### config.mk
export PLATFORM = sky130hd
export DESIGN_NAME = seq_detect_moore_param_flat
export DESIGN_NICKNAME = d
export VERILOG_FILES = /design/src/rtl/seq_detect_moore_param_if.sv /design/src/rtl/seq_detect_moore_param.sv /design/src/flat_wrapper.sv
export SDC_FILE = /design/constraint.sdc
export NUM_CORES = 1
export LEC_CHECK = 0
export CAP_MARGIN = 5
export CORE_ASPECT_RATIO = 1.1
export CORE_MARGIN = 3
export CORE_UTILIZATION = 51
export DETAILED_ROUTE_END_ITERATION = 7
export PLACE_DENSITY_LB_ADDON = 0.15
export SLEW_MARGIN = 10
export SYNTH_ARGS = -nofsm -noshare
export SYNTH_HDL_FRONTEND = slang
export SYNTH_SLANG_ARGS = --single-unit
### constraint.sdc
create_clock -name clk -period 3 [get_ports clk]
set_input_delay 0.3 -clock clk [delete_from_list [all_inputs] [get_ports clk]]
set_output_delay 0.3 -clock clk [all_outputs]
set_load 0.02 [all_outputs]
### src/rtl/seq_detect_moore_param_if.sv
// Serial detector bus: qualified bit stream, pattern reload and counter control
// in, match flag/state/count out.
interface seq_detect_moore_param_if #(
  parameter int N     = 4,
  parameter int CNT_W = 8,
  parameter int SW    = $clog2(N+1)
);
  logic             din;
  logic             din_valid;
  logic             ovl;
  logic             pat_load;
  logic [N-1:0]     pat_in;
  logic             clr_count;
  logic             y;
  logic [SW-1:0]    state_out;
  logic [CNT_W-1:0] match_count;

  modport master (
    output din, din_valid, ovl, pat_load, pat_in, clr_count,
    input  y, state_out, match_count
  );

  modport slave (
    input  din, din_valid, ovl, pat_load, pat_in, clr_count,
    output y, state_out, match_count
  );
endinterface

### src/rtl/seq_detect_moore_param.sv
// Moore serial pattern detector with runtime-loadable pattern, overlap select
// and a saturating match counter. Next state follows the KMP failure rule.
module seq_detect_moore_param #(
  parameter int             N       = 4,
  parameter logic [N-1:0]   PATTERN = 4'b1010,
  parameter int             CNT_W   = 8,
  localparam int            SW      = $clog2(N+1)
) (
  input  logic                      clk,
  input  logic                      reset,
  seq_detect_moore_param_if.slave   bus
);

  localparam logic [SW-1:0] N_S = SW'(N);

  logic [SW-1:0]    state_q, state_d;
  logic [N-1:0]     pat_q, pat_d;
  logic [CNT_W-1:0] cnt_q, cnt_d;

  logic [SW-1:0]    k;
  logic [SW-1:0]    nxt;
  logic [N:0]       cand;
  logic [N:0]       mask;

  always_comb begin
    pat_d   = pat_q;
    state_d = state_q;
    cnt_d   = cnt_q;
    mask    = '0;
    nxt     = '0;

    // Non-overlap mode restarts from an empty prefix after a full match.
    k = (state_q == N_S && !bus.ovl) ? '0 : state_q;

    // Matched prefix (oldest bit at MSB) followed by the incoming bit in bit 0.
    cand = {pat_q >> (N_S - k), bus.din};

    // Longest suffix of cand that is also a pattern prefix; later (longer) wins.
    for (int l = 1; l <= N; l++) begin
      mask = ~({(N+1){1'b1}} << l);
      if (l <= int'(k) + 1 &&
          ((cand ^ {1'b0, pat_q >> (N - l)}) & mask) == '0)
        nxt = SW'(l);
    end

    if (bus.pat_load) begin
      pat_d   = bus.pat_in;
      state_d = '0;
    end else if (bus.din_valid) begin
      state_d = nxt;
      if (nxt == N_S && cnt_q != {CNT_W{1'b1}})
        cnt_d = cnt_q + CNT_W'(1);
    end

    if (bus.clr_count)
      cnt_d = '0;
  end

  always_ff @(posedge clk) begin
    if (reset) begin
      state_q <= '0;
      pat_q   <= PATTERN;
      cnt_q   <= '0;
    end else begin
      state_q <= state_d;
      pat_q   <= pat_d;
      cnt_q   <= cnt_d;
    end
  end

  assign bus.y           = (state_q == N_S);
  assign bus.state_out   = state_q;
  assign bus.match_count = cnt_q;

endmodule

### src/flat_wrapper.sv
// flat-port wrapper written by rule: the top's interface ports become plain ports
module seq_detect_moore_param_flat 
#(
  parameter int             N       = 4,
  parameter logic [N-1:0]   PATTERN = 4'b1010,
  parameter int             CNT_W   = 8,
  localparam int            SW      = $clog2(N+1)
)
  (clk, reset, bus_din, bus_din_valid, bus_ovl, bus_pat_load, bus_pat_in, bus_clr_count, bus_y, bus_state_out, bus_match_count);
  seq_detect_moore_param_if #(.N(N), .CNT_W(CNT_W)) bus_i ();
  input  logic clk;
  input  logic reset;
  input wire logic [$bits(bus_i.din)-1:0] bus_din;
  input wire logic [$bits(bus_i.din_valid)-1:0] bus_din_valid;
  input wire logic [$bits(bus_i.ovl)-1:0] bus_ovl;
  input wire logic [$bits(bus_i.pat_load)-1:0] bus_pat_load;
  input wire logic [$bits(bus_i.pat_in)-1:0] bus_pat_in;
  input wire logic [$bits(bus_i.clr_count)-1:0] bus_clr_count;
  output wire logic [$bits(bus_i.y)-1:0] bus_y;
  output wire logic [$bits(bus_i.state_out)-1:0] bus_state_out;
  output wire logic [$bits(bus_i.match_count)-1:0] bus_match_count;
  assign bus_i.din = bus_din;
  assign bus_i.din_valid = bus_din_valid;
  assign bus_i.ovl = bus_ovl;
  assign bus_i.pat_load = bus_pat_load;
  assign bus_i.pat_in = bus_pat_in;
  assign bus_i.clr_count = bus_clr_count;
  assign bus_y = bus_i.y;
  assign bus_state_out = bus_i.state_out;
  assign bus_match_count = bus_i.match_count;
  seq_detect_moore_param #(.N(N), .PATTERN(PATTERN), .CNT_W(CNT_W)) u_core (.clk(clk), .reset(reset), .bus(bus_i));
endmodule
# After elaboration in Yosys (flattened, before gate mapping)
# Cells that the tools add are included.
# word_totals
ff_bits,15
output_inout_bits,12
# op_classes
addsub,3
magnitude_cmp,4
n_eq_ne,3
n_shift,1
n_mux,5
n_bitwise,5
reduce_logical,14
# ops
operator,count
$le 3x32->1 const A,2
$le 2x32->1 const A,1
$le 4x32->1 const A,1
$logic_not 5->1,4
$mux 3,4
$add 8x1->8 const B,1
$ne 8x8->1 const B,1
$eq 3x3->1 const B,2
$logic_and 1x1->1,6
$add 3x1->4 const B,1
$reduce_or 2->1,2
$shr 4x3->3,1
$xor 4x4->4,1
$reduce_and 3->1,1
$sub 3x3->3 const A,1
$xor 3x3->3,1
$xor 2x2->2,1
$logic_not 1->1,1
$mux 1,1
$not 1->1,1
$xor 1x1->1,1

# Logic depth before layout (Yosys ltp)
# Gate-level depths: netlist of the first run.
# depth
ltp_word,14
mapped_depth,10

# Least setup slack after synthesis of the first run
# OpenSTA, ideal clock, no wires.
# synth_timing
kind,register -> register
from,"register u_core.state_q[0], in the netlist u_core.bus.state_out[0]"
to,"register u_core.cnt_q[7], in the netlist u_core.bus.match_count[7]"
t_arrival_ps,2742
t_required_ps,2930
slack_ps,188
stages_incl_launch_ff,9
cell_sequence,dfxtp_1 > inv_2 > ha_1 > mux2i_1 > or3_4 > a2111oi_4 > o2111ai_2 > or4_1 > a21oi_1
# synth_between
elab_chain_len,14
# synth_rtl
element,line,rtl
start: declaration,seq_detect_moore_param.sv:16,"logic [SW-1:0] state_q, state_d;"
start signal: assignment,seq_detect_moore_param.sv:65,state_q <= state_d;
$eq 3x3->1,seq_detect_moore_param.sv:33,k = (state_q == N_S && !bus.ovl) ? '0 : state_q;
$logic_and 1x1->1,seq_detect_moore_param.sv:33,
$mux 3 *,seq_detect_moore_param.sv:33,
"parallel branches: the longest is 7 deep, another holds $le 2x32->1",-,
$mux 3 *,seq_detect_moore_param.sv:41,if (l <= int'(k) + 1 &&
$eq 3x3->1 *,seq_detect_moore_param.sv:51,if (nxt == N_S && cnt_q != {CNT_W{1'b1}})
$logic_and 1x1->1 *,seq_detect_moore_param.sv:51,
$reduce_and 3->1 (no line) *,-,
end signal: assignment,seq_detect_moore_param.sv:67,cnt_q <= cnt_d;
end: declaration,seq_detect_moore_param.sv:18,"logic [CNT_W-1:0] cnt_q, cnt_d;"
# Mark *: on every way between the ends.
# A chain may end at the register's enable or synchronous reset.

# Final worst setup path of the first run
# layout_timing
from,"register u_core.state_q[0], in the netlist u_core.bus.state_out[0]"
to,"register u_core.cnt_q[5], in the netlist u_core.bus.match_count[5]"
# The elaborated chain is that of the path after synthesis.

==> metrics.md, run 1 <==
| Metric | Value |
|---|---|
| Clock skew | 0.00311 ns |
| Leak | ~0.52 nW |
| Most common flop cell mapped by yosys | dfxtp_1 |
| Final core occ | a little over two thirds |
| Worst setup EP type | flop |
| Combinational fraction of design power | 17.9% |
| DR vias/cell | between 5 and 6 |
| I/O Pins | 23 |
| RSZ-0062 raised after global routing | no |
| Hpwl dp | 2180 µm |
| Hold Crit Class | reg2reg |
| CTS buffer count | 3 |
| First-pass GRT wire length | 4740 µm |
| Buffers on Ports | 22 |
| Worst-case clock buffer depth | 2 |
| Seq pwr share | 53.4% |
| Asr flop ratio synth | 0% |
| R2r startpoint | u_core.bus.state_out[0]$_SDFFE_PP0P_ |
| Root buf cell | clkbuf_4 |
| Sequential area share after synthesis | 25.3% |
| Mapped Area | approximately 1200 µm² |
| Antenna cells | 0 |
| Total power draw | 0.000396 W |
| Part of the cycle the worst path needs | 90.5% |
| Initial Utilization | 56.4% |
| Maxcap violations | 0 |
| Sw Ratio | 26.7% |
| Htree depth | 1 |
| Post-synth EDFFs | 0 |
| Yosys cell types | 50 |
| Antenna violations before repair | 0 |
| Clk slew on worst S/H paths | about 0.09 ns |
| Layout fillers | 174 |
| CP Max Fanout | 10 |
| Startpoint types | flop |
| Internal power | ~0.00029 W |
| Max Slew Vio Count | 0 |
| Drt drc | 0 |
| Category of the most critical setup path | reg2reg |
| Routed length per instance | ~14 µm |
| Slew margin rel. | 60.4% |
| Nets | 186 |
| Worst Max-Slew Pin Slew | 0.589 ns |
| Ys Warns | 0 |
| GRT Total Usage | 20.4% |
| Post-route design area | 1470 µm² |
| Share of layout cells above drive strength 1 | a little over a tenth |
| Routability cong. | around 1.0 |
| Final hold violations | 0 |
| Min Hold Slack | 0.519 ns |
| FP Rows | 17 |
| Die span in y | roughly 57 µm |
| CTS sink cnt | 15 |
| VDD IR max | 331 µV |
| Switching Power | 0.000106 W |
| Clk network pwr share | 28.7% |
| Critical Path Start | u_core.bus.state_out[0]$_SDFFE_PP0P_ |
| Launch point of the worst hold path | u_core.bus.match_count[7]$_SDFFE_PP0P_ |
| Avg Cell Area, Syn | 8.37 µm² |
| Number of global-route vias before repair | 1121 |
| Synthesized flop and latch total | 15 |
| Std-Cell Core Area | 2110 µm² |
| Cell count after synthesis | around 140 |
| Status | complete, no violations |
| Area post-placement | 1440 µm² |
| Die area | 2950 µm² |
| Setup-failing EPs final | 0 |
| Post-synth net total | 160 |
| Skew-Pair Late Insertion Delay | 0.28 ns |
| Period minus WS final | around 2.7 ns |
| Die X | roughly 52 µm |
| Largest net degree at the start of global routing | 12 |
| Area grow syn2layout | 23.4% |
| Setup TNS | 0 ns |
| CTS tree | built |
| Final WL | 2800 µm |
| Total gr overflow | 0 |
| First drt pass iteration count | 4 |
| CP arrival | 2.88 ns |
| DR vias | 1155 |
| CP required | 3.17 ns |
| First-iteration detailed-routing DRC count | 38 |
| Hold_buf cts | 0 |
| Max Freq | 369 MHz |
| PD cells | around 270 nW/µm² |
| Final ANT Viol Nets | 0 |
power by group through the flow:
stage                     registers, W   logic, W  clock network (W)
after detailed placement      0.000216  0.0000706                  0
after floorplan               0.000212  0.0000494                  0
after global placement        0.000215  0.0000693                  0
final                         0.000211  0.0000707           0.000114
after global routing          0.000212  0.0000783           0.000124
after CTS                     0.000211  0.0000708           0.000120
registers in the layout (all words and copies together) (netlist names):
signal,flops
u_core.bus.match_count,8
u_core.bus.state_out,3
u_core.pat_q,4
kinds of logic after synthesis:
logic type,after synthesis,synth area share [%]
adders and majority gates,7,7.37
DFF,15,25.3
AOI/OAI and AO/OA,36,23.9
xor gates and xnor gates,10,7.37
muxes,6,5.16
buffers and inverters,13,5.47
and+or+nand+nor,55,25.5
layout by cell type (no fill, tap or decap), drive strengths merged, types with 5 or more instances in the layout:
cell type,count
mux2i,5
o21ai,6
xnor2,7
dfxtp,15
ha,7
inv,8
nor2,14
nor3,6
clkdlybuf4s50,22
a21oi,6
nand2,8
nand3,9
cell type report:
class,instances,area (µm²),share of cell area (%)
well taps,28,35.0,2.39
multi-input cells,114,823,56.1
repair buffers,26,250,17.1
flip-flops and latches,15,302,20.6
clock buffers,4,26.3,1.79
inverters,8,30.0,2.05
per-layer routing:
layer / global-route usage (%) / wire length (µm) / up-vias
met1: 25.0 / 1200 / 537
met4: 7.87 / 44 / 0
li1: - / - / 572
met2: 35.5 / 1410 / 40
met5: 0 / 0 / -
met3: 2.12 / 144 / 6
critical path: stages, from the launching register on:
cell and delay, ns:
dfxtp_1 0.36, inv_2 0.11, ha_1 0.37, mux2i_1 0.17
or3_4 0.43, a2111oi_4 0.31, o2111ai_2 0.18, buf_4 0.20
nor3_1 0.26, xnor2_1 0.16, nor2_1 0.05
cell usage after synthesis, drive strengths merged (2+ instances only):
cell type,instances,area [µm²]
inv,8,30.0
nor3,6,30.0
nor2,14,52.6
nand3,9,45.0
o211ai,2,15.0
o2111ai,2,23.8
a211oi,2,15.0
xor2,3,26.3
and3,3,18.8
dfxtp,15,300
a211o,2,18.8
nand2b,2,12.5
a21oi,6,30.0
ha,7,87.6
or3,2,18.8
a21o,2,15.0
nand2,8,30.0
xnor2,7,61.3
o21ai,6,30.0
nand3b,4,30.0
and2,2,12.5
clkbuf,2,7.51
buf,3,27.5
a2111oi,2,36.3
mux2i,5,50.1
metrics by stage:
step                setup slack, ns  cells
floorplan                     0.188    142
global placement              0.324    191
detailed placement            0.237    191
CTS                           0.212    195
global route                 0.0759    195
finish                        0.286    195
path summary, 6_finish.rpt:
path         depth (start not counted)  slack (ns)                                endpoint
max                                 10        0.29  u_core.bus.match_count[5]$_SDFFE_PP0P_
min                                  2        0.52  u_core.bus.match_count[7]$_SDFFE_PP0P_
min reg2reg                          2        0.52  u_core.bus.match_count[7]$_SDFFE_PP0P_
max reg2reg                         10        0.29  u_core.bus.match_count[5]$_SDFFE_PP0P_
what timing repair did:
| action | 4_1_cts | 5_1_grt |
|---|---|---|
| buffers inserted | 0 | 0 |
| endpoints found under the setup margin | 0 | 1 |
| gates resized for setup | 0 | 1 |
No activity file was read; power rests on OpenSTA's default activity.
==> inputs of run 2 (changes only) <==
ABC_AREA = 1   (was default)
CORE_UTILIZATION = 52   (was 51)
==> run 2 against run 1 <==
  * Routed wire length up 5.1%
  * Maximum frequency rose by 16%
  * Synthesized cell count increased by 29%
  * Combinational power rose by 39%
  * Hold slack got worse by 0.0055 ns
  * First-iteration DRC count is 7.9% lower
  * Via count is 13% higher
  * Largest cell class unchanged
==> metrics.md, run 2 <==
| Metric | Value |
|---|---|
| PD cells | 277 nW/µm² |
| CP Max Fanout | 12 |
| Post-CTS Resized | 0 |
| First drt pass iteration count | 4 |
| Post-synth EDFFs | 0 |
| Mapped Area | 1260 µm² |
| Final hold violations | 0 |
| Largest net degree at the start of global routing | 13 |
| Period minus WS final | 2.35 ns |
| Largest register FFs | 8 |
| Most common flop cell mapped by yosys | dfxtp_1 |
| CP required | ~3.2 ns |
| Number of global-route vias before repair | 1231 |
| Worst-case clock buffer depth | 2 |
| CP Buf/Inv Count | 1 |
| Area grow syn2layout | 20.5% |
| Hold_buf cts | 0 |
| Worst Max-Slew Pin Slew | 0.388 ns |
| Post-synth net total | 201 |
| CP delay by family, top | simple AND/OR/NAND/NOR gates |
| Final ANT Viol Nets | 0 |
| Routability cong. | 0.934 |
| Crit path top cell by count | nand3_4 |
| Antenna violations before repair | 0 |
| Part of the cycle the worst path needs | 78.3% |
| FF+latch area | 300 µm² |
| Clock skew | 0.00762 ns |
| Synth top cells by count | nand2_1, nand3_1, inv_1, a21oi_1, dfxtp_1 |
| Hold Crit Class | reg2reg |
| DR vias | 1310 |
| Synthesized flop and latch total | 15 |
| Die span in y | about 58 µm |
| Category of the most critical setup path | reg2reg |
| Final WL | 2940 µm |
| CTS sink cnt | 15 |
| Share of layout cells above drive strength 1 | 9.76% |
| Post-CTS Setup Repair Bufs | 0 |
| Sequential area share after synthesis | 23.8% |
| Max stage delay on crit path | 0.56 ns |
| Critical-path cell list | inv_1 -> ha_1 -> nand3_4 -> nand2_2 -> nand2_1 -> nand3_1 -> nand4_1 -> nand3_4 -> nor2_8 -> nand3_4 -> nand2_1 -> a21oi_1 |
| Slew margin rel. | 74.1% |
| Top cell type's share of synthesized area | around a quarter |
| Asr flop ratio synth | 0% |
| Max Freq | ~430 MHz |
| GRT Total Usage | 21.2% |
| Skew-Pair Late Insertion Delay | 0.28 ns |
| Ranking of synthesized cells by area | dfxtp_1, nand2_1, nand3_1, ha_1, a21oi_1 |
| Top-count cell post-synth | nand2_1 |
| DR vias/cell | 5.57 |
| Worst R2R Path Depth | 12 |
| CTS buffer count | 3 |
| Antenna cells | 0 |
| Total gr overflow | 0 |
| Root buf cell | clkbuf_4 |
| Avg Cell Area, Syn | 6.89 µm² |
| Std-Cell Core Area | 2270 µm² |
| Most common cell after layout, fill and taps aside | nand2_1 |
| Yosys cell types | 23 |
| First-iteration detailed-routing DRC count | 35 |
| Synth area leader | dfxtp_1 |
| Commonest non-fill, non-tap cells in the layout | nand2_1, clkdlybuf4s50_1, nand3_1 |
| Buffers on Ports | 22 |
| VDD IR max | 235 µV |
| Die X | 53.0 µm |
| Setup TNS | 0 ns |
| Die area | 3050 µm² |
| Leak | 0.667 nW |
| Total power draw | 0.000422 W |
| Max Slew Vio Count | 0 |
| FP Rows | 18 |
| Nets | 224 |
| CP max-delay cell | dfxtp_1 |
| Drt drc | 0 |
| Routed length per instance | ~13 µm |
| Status | complete, no violations |
| Hold depth | 2 |
| Startpoint types | flop |
| Setup-failing EPs final | 0 |
| Ys Warns | 0 |
| WP depth | 12 |
| RSZ-0062 raised after global routing | no |
| First-pass GRT wire length | 5020 µm |
| Clk slew on worst S/H paths | 0.09 ns |
| Initial Utilization | 55.4% |
| Cell count after synthesis | 183 |
| Area of the multi-input gates | roughly 860 µm² |
| CTS tree | built |
| Maxcap violations | 0 |
| Worst setup EP type | flop |
| Hpwl dp | 2340 µm |
| Layout fillers | 198 |
| CP arrival | 2.51 ns |
| Htree depth | 1 |
| I/O Pins | 23 |
## run 2: cells by family after synthesis
group                    synth area share, %
AND/OR/NAND/NOR                         44.1
AO/OA/AOI/OAI                           10.2
buffers and inverters                   7.94
flip-flops                              23.8
XOR/XNOR                                6.94
adder cells (fa/ha/maj)                 6.94
## run 2: worst min-delay path, stage by stage, from the launching register on
cell and delay (ns):
dfxtp_1 0.33, inv_1 0.08, a21oi_1 0.07
## run 2: through the flow
stage / utilization [%] / setup slack (ns) / hold WS (ns) / std cells / cell area [µm²]
after global routing: 66.8 / 0.376 / 0.546 / 235 / 1520
after detailed placement: 65.7 / 0.650 / 0.506 / 231 / 1490
after floorplan: - / 0.772 / 0.393 / 183 / 1260
final: 66.8 / 0.651 / 0.513 / 235 / 1520
after CTS: 66.8 / 0.639 / 0.519 / 235 / 1520
after global placement: 65.7 / 0.803 / 0.498 / 231 / 1490
## run 2: layer usage
metal | track usage, % | part of all wire (%) | wire length [µm]
met1 | 25.1 | 41 | 1200
met2 | 37.8 | 53 | 1550
met3 | 3.08 | 4.6 | 136
met4 | 8.03 | 1.7 | 51
met5 | 0 | 0 | 0
## run 2: report_power, final
| group | internal [W] | total, W | switching (W) |
|---|---|---|---|
| logic | 0.0000392 | 0.0000981 | 0.0000589 |
| registers | 0.000204 | 0.000213 | 0.00000908 |
| clock network | 0.0000515 | 0.000111 | 0.0000594 |
| total | 0.000294 | 0.000422 | 0.000127 |
## run 2: worst paths after layout
path,from,endpoint,slack [ns]
max,u_core.bus.state_out[0]$_SDFFE_PP0P_,u_core.bus.match_count[7]$_SDFFE_PP0P_,0.65
min,u_core.pat_q[0]$_SDFFE_PP0P_,u_core.pat_q[0]$_SDFFE_PP0P_,0.51
max reg2reg,u_core.bus.state_out[0]$_SDFFE_PP0P_,u_core.bus.match_count[7]$_SDFFE_PP0P_,0.65
min reg2reg,u_core.pat_q[0]$_SDFFE_PP0P_,u_core.pat_q[0]$_SDFFE_PP0P_,0.51
## run 2: layout make-up
cell class,instances,share of cell area [%]
clock buffers,4,1.73
inverters,20,4.94
multi-input cells,144,56.6
flip-flops and latches,15,19.8
well taps,30,2.47
repair buffers,22,14.5
==> inputs of run 3 (changes only) <==
clock period = 2.4 ns   (was 3 ns; I/O delays follow)
==> run 3 against run 2 <==
  * Core utilization rose by 0.33 points
  * Sequential power rose by 24%
  * Cell count rose by 0.43%
  * Total power rose by 26%
  * Clock power rose by 28%
  * Critical path type unchanged
  * Largest power group unchanged
==> metrics.md, run 3 (synthesized netlist as in run 2, its figures left out) <==
| Metric | Value |
|---|---|
| Most common cell after layout, fill and taps aside | nand2_1 |
| Std-Cell Core Area | ~2300 µm² |
| CP delay by family, top | simple AND/OR/NAND/NOR gates |
| CP required | 2.58 ns |
| Setup-failing EPs final | 0 |
| Hold depth | 2 |
| Crit path top cell by count | nand3_4 |
| Layout fillers | 216 |
| Antenna violations before repair | 0 |
| Initial Utilization | 55.4% |
| Die X | approximately 53 µm |
| Post-CTS Resized | 0 |
| Combinational fraction of design power | 23.4% |
| WP depth | 12 |
| Max Freq | approximately 470 MHz |
| PD cells | 347 nW/µm² |
| Critical-path cell list | inv_1 -> ha_1 -> nand3_4 -> nand2_2 -> nand2_1 -> nand3_1 -> nand4_1 -> nand3_4 -> nor2_8 -> nand3_4 -> nor2_1 -> nor2_1 |
| DR vias | 1268 |
| Worst-case clock buffer depth | 2 |
| Status | complete, no violations |
| CP max-delay cell | dfxtp_1 |
| CP Buf/Inv Count | 1 |
| Final hold violations | 0 |
| Hold Crit Class | reg2reg |
| Worst R2R Path Depth | 12 |
| Max stage delay on crit path | 0.43 ns |
| RSZ-0062 raised after global routing | no |
| Share of layout cells above drive strength 1 | 10.2% |
| Startpoint types | flop |
| Leak | 0.672 nW |
| Die area | 3050 µm² |
| Setup TNS | 0 ns |
| Min Hold Slack | 0.516 ns |
| Root buf cell | clkbuf_4 |
| GRT Total Usage | 21.8% |
| First drt pass iteration count | 4 |
| Clk network pwr share | 26.9% |
| Switching Power | between 0.00015 and 0.0002 W |
| VDD IR max | 357 µV |
| Slew margin rel. | ~76% |
| Clk slew on worst S/H paths | 0.09 ns |
| Seq pwr share | about half |
| Commonest non-fill, non-tap cells in the layout | nand2_1, clkdlybuf4s50_1, nand3_1 |
| Category of the most critical setup path | reg2reg |
| FP Rows | 18 |
| First-pass GRT wire length | 5080 µm |
| Nets | 225 |
| Total gr overflow | 0 |
| Hpwl dp | 2380 µm |
| CTS sink cnt | 15 |
| Clock skew | 0.00167 ns |
| Max Slew Vio Count | 0 |
| Final core occ | 67.2% |
| Buffers on Ports | 22 |
| CP Max Fanout | 9 |
| Maxcap violations | 0 |
| Final WL | just under 3000 µm |
| Worst setup EP type | flop |
| Sw Ratio | 30.4% |
| Period minus WS final | 2.14 ns |
| Post-CTS Setup Repair Bufs | 0 |
| First-iteration detailed-routing DRC count | 25 |
| Internal power | 0.000369 W |
| Largest register FFs | 8 |
| Part of the cycle the worst path needs | 89.0% |
| CTS buffer count | 3 |
| Worst Max-Slew Pin Slew | 0.358 ns |
| Routability cong. | 0.821 |
| Number of global-route vias before repair | 1161 |
| Hold_buf cts | 0 |
| DR vias/cell | 5.37 |
| Area grow syn2layout | 21.1% |
| Antenna cells | 0 |
| Final ANT Viol Nets | 0 |
| CTS tree | built |
| Die span in y | 57.7 µm |
| Drt drc | 0 |
| Htree depth | 1 |
| CP arrival | between 2 and 2.5 ns |
| Routed length per instance | around 12 µm |
| Skew-Pair Late Insertion Delay | 0.28 ns |
| I/O Pins | 23 |
| Largest net degree at the start of global routing | 12 |
## run 3: changes by cell type in the layout (fill, tap and decap cells not counted)
cell	previous run	this run
buf_4	0	1
## run 3: tightest hold or removal path, delay by kind of cell, from the launching register on
family	cells	cell delay [ns]
DFF	1	0.33
buffers and inverters	1	0.08
AOI/OAI and AO/OA	1	0.07
## run 3: worst paths after layout
check	endpoint	slack [ns]	from
worst max register to register	u_core.bus.match_count[0]$_SDFFE_PP0P_	0.26	u_core.bus.state_out[1]$_SDFFE_PP0P_
worst min register to register	u_core.pat_q[0]$_SDFFE_PP0P_	0.52	u_core.pat_q[0]$_SDFFE_PP0P_
worst max-delay path	u_core.bus.match_count[0]$_SDFFE_PP0P_	0.26	u_core.bus.state_out[1]$_SDFFE_PP0P_
worst min-delay path	u_core.pat_q[0]$_SDFFE_PP0P_	0.52	u_core.pat_q[0]$_SDFFE_PP0P_
## run 3: per-layer routing
layer	track usage, %	vias up	wire length, µm
li1	-	657	-
met3	2.31	6	87
met5	0	-	0
met4	7.66	0	44
met1	26.0	578	1250
met2	39.4	27	1550
## run 3: area by class of cell
cell class | instances | area, µm² | area share [%]
multi-input combinational | 144 | 861 | 56.3
sequential | 15 | 300 | 19.7
timing repair buffer | 23 | 228 | 14.9
inverter | 20 | 75.1 | 4.91
tap | 30 | 37.5 | 2.46
clock buffer | 4 | 26.3 | 1.72
## run 3: per-stage QoR
step | cell area, µm² | cells | setup slack [ns] | total power, W
3_3_place_gp | 1500 | 232 | 0.324 | 0.000391
3_5_place_dp | 1500 | 232 | 0.266 | 0.000394
4_1_cts | 1530 | 236 | 0.258 | 0.000533
5_1_grt | 1530 | 236 | 0.0266 | 0.000559
6_report | 1530 | 236 | 0.263 | 0.000530
2_1_floorplan | 1260 | 183 | 0.172 | 0.000356
## run 3: power by group through the flow
stage	registers [W]	clock network, W	logic, W
after detailed placement	0.000270	0	0.000124
after CTS	0.000264	0.000145	0.000124
after global routing	0.000265	0.000154	0.000140
after floorplan	0.000266	0	0.0000902
final	0.000264	0.000142	0.000124
after global placement	0.000270	0	0.000122
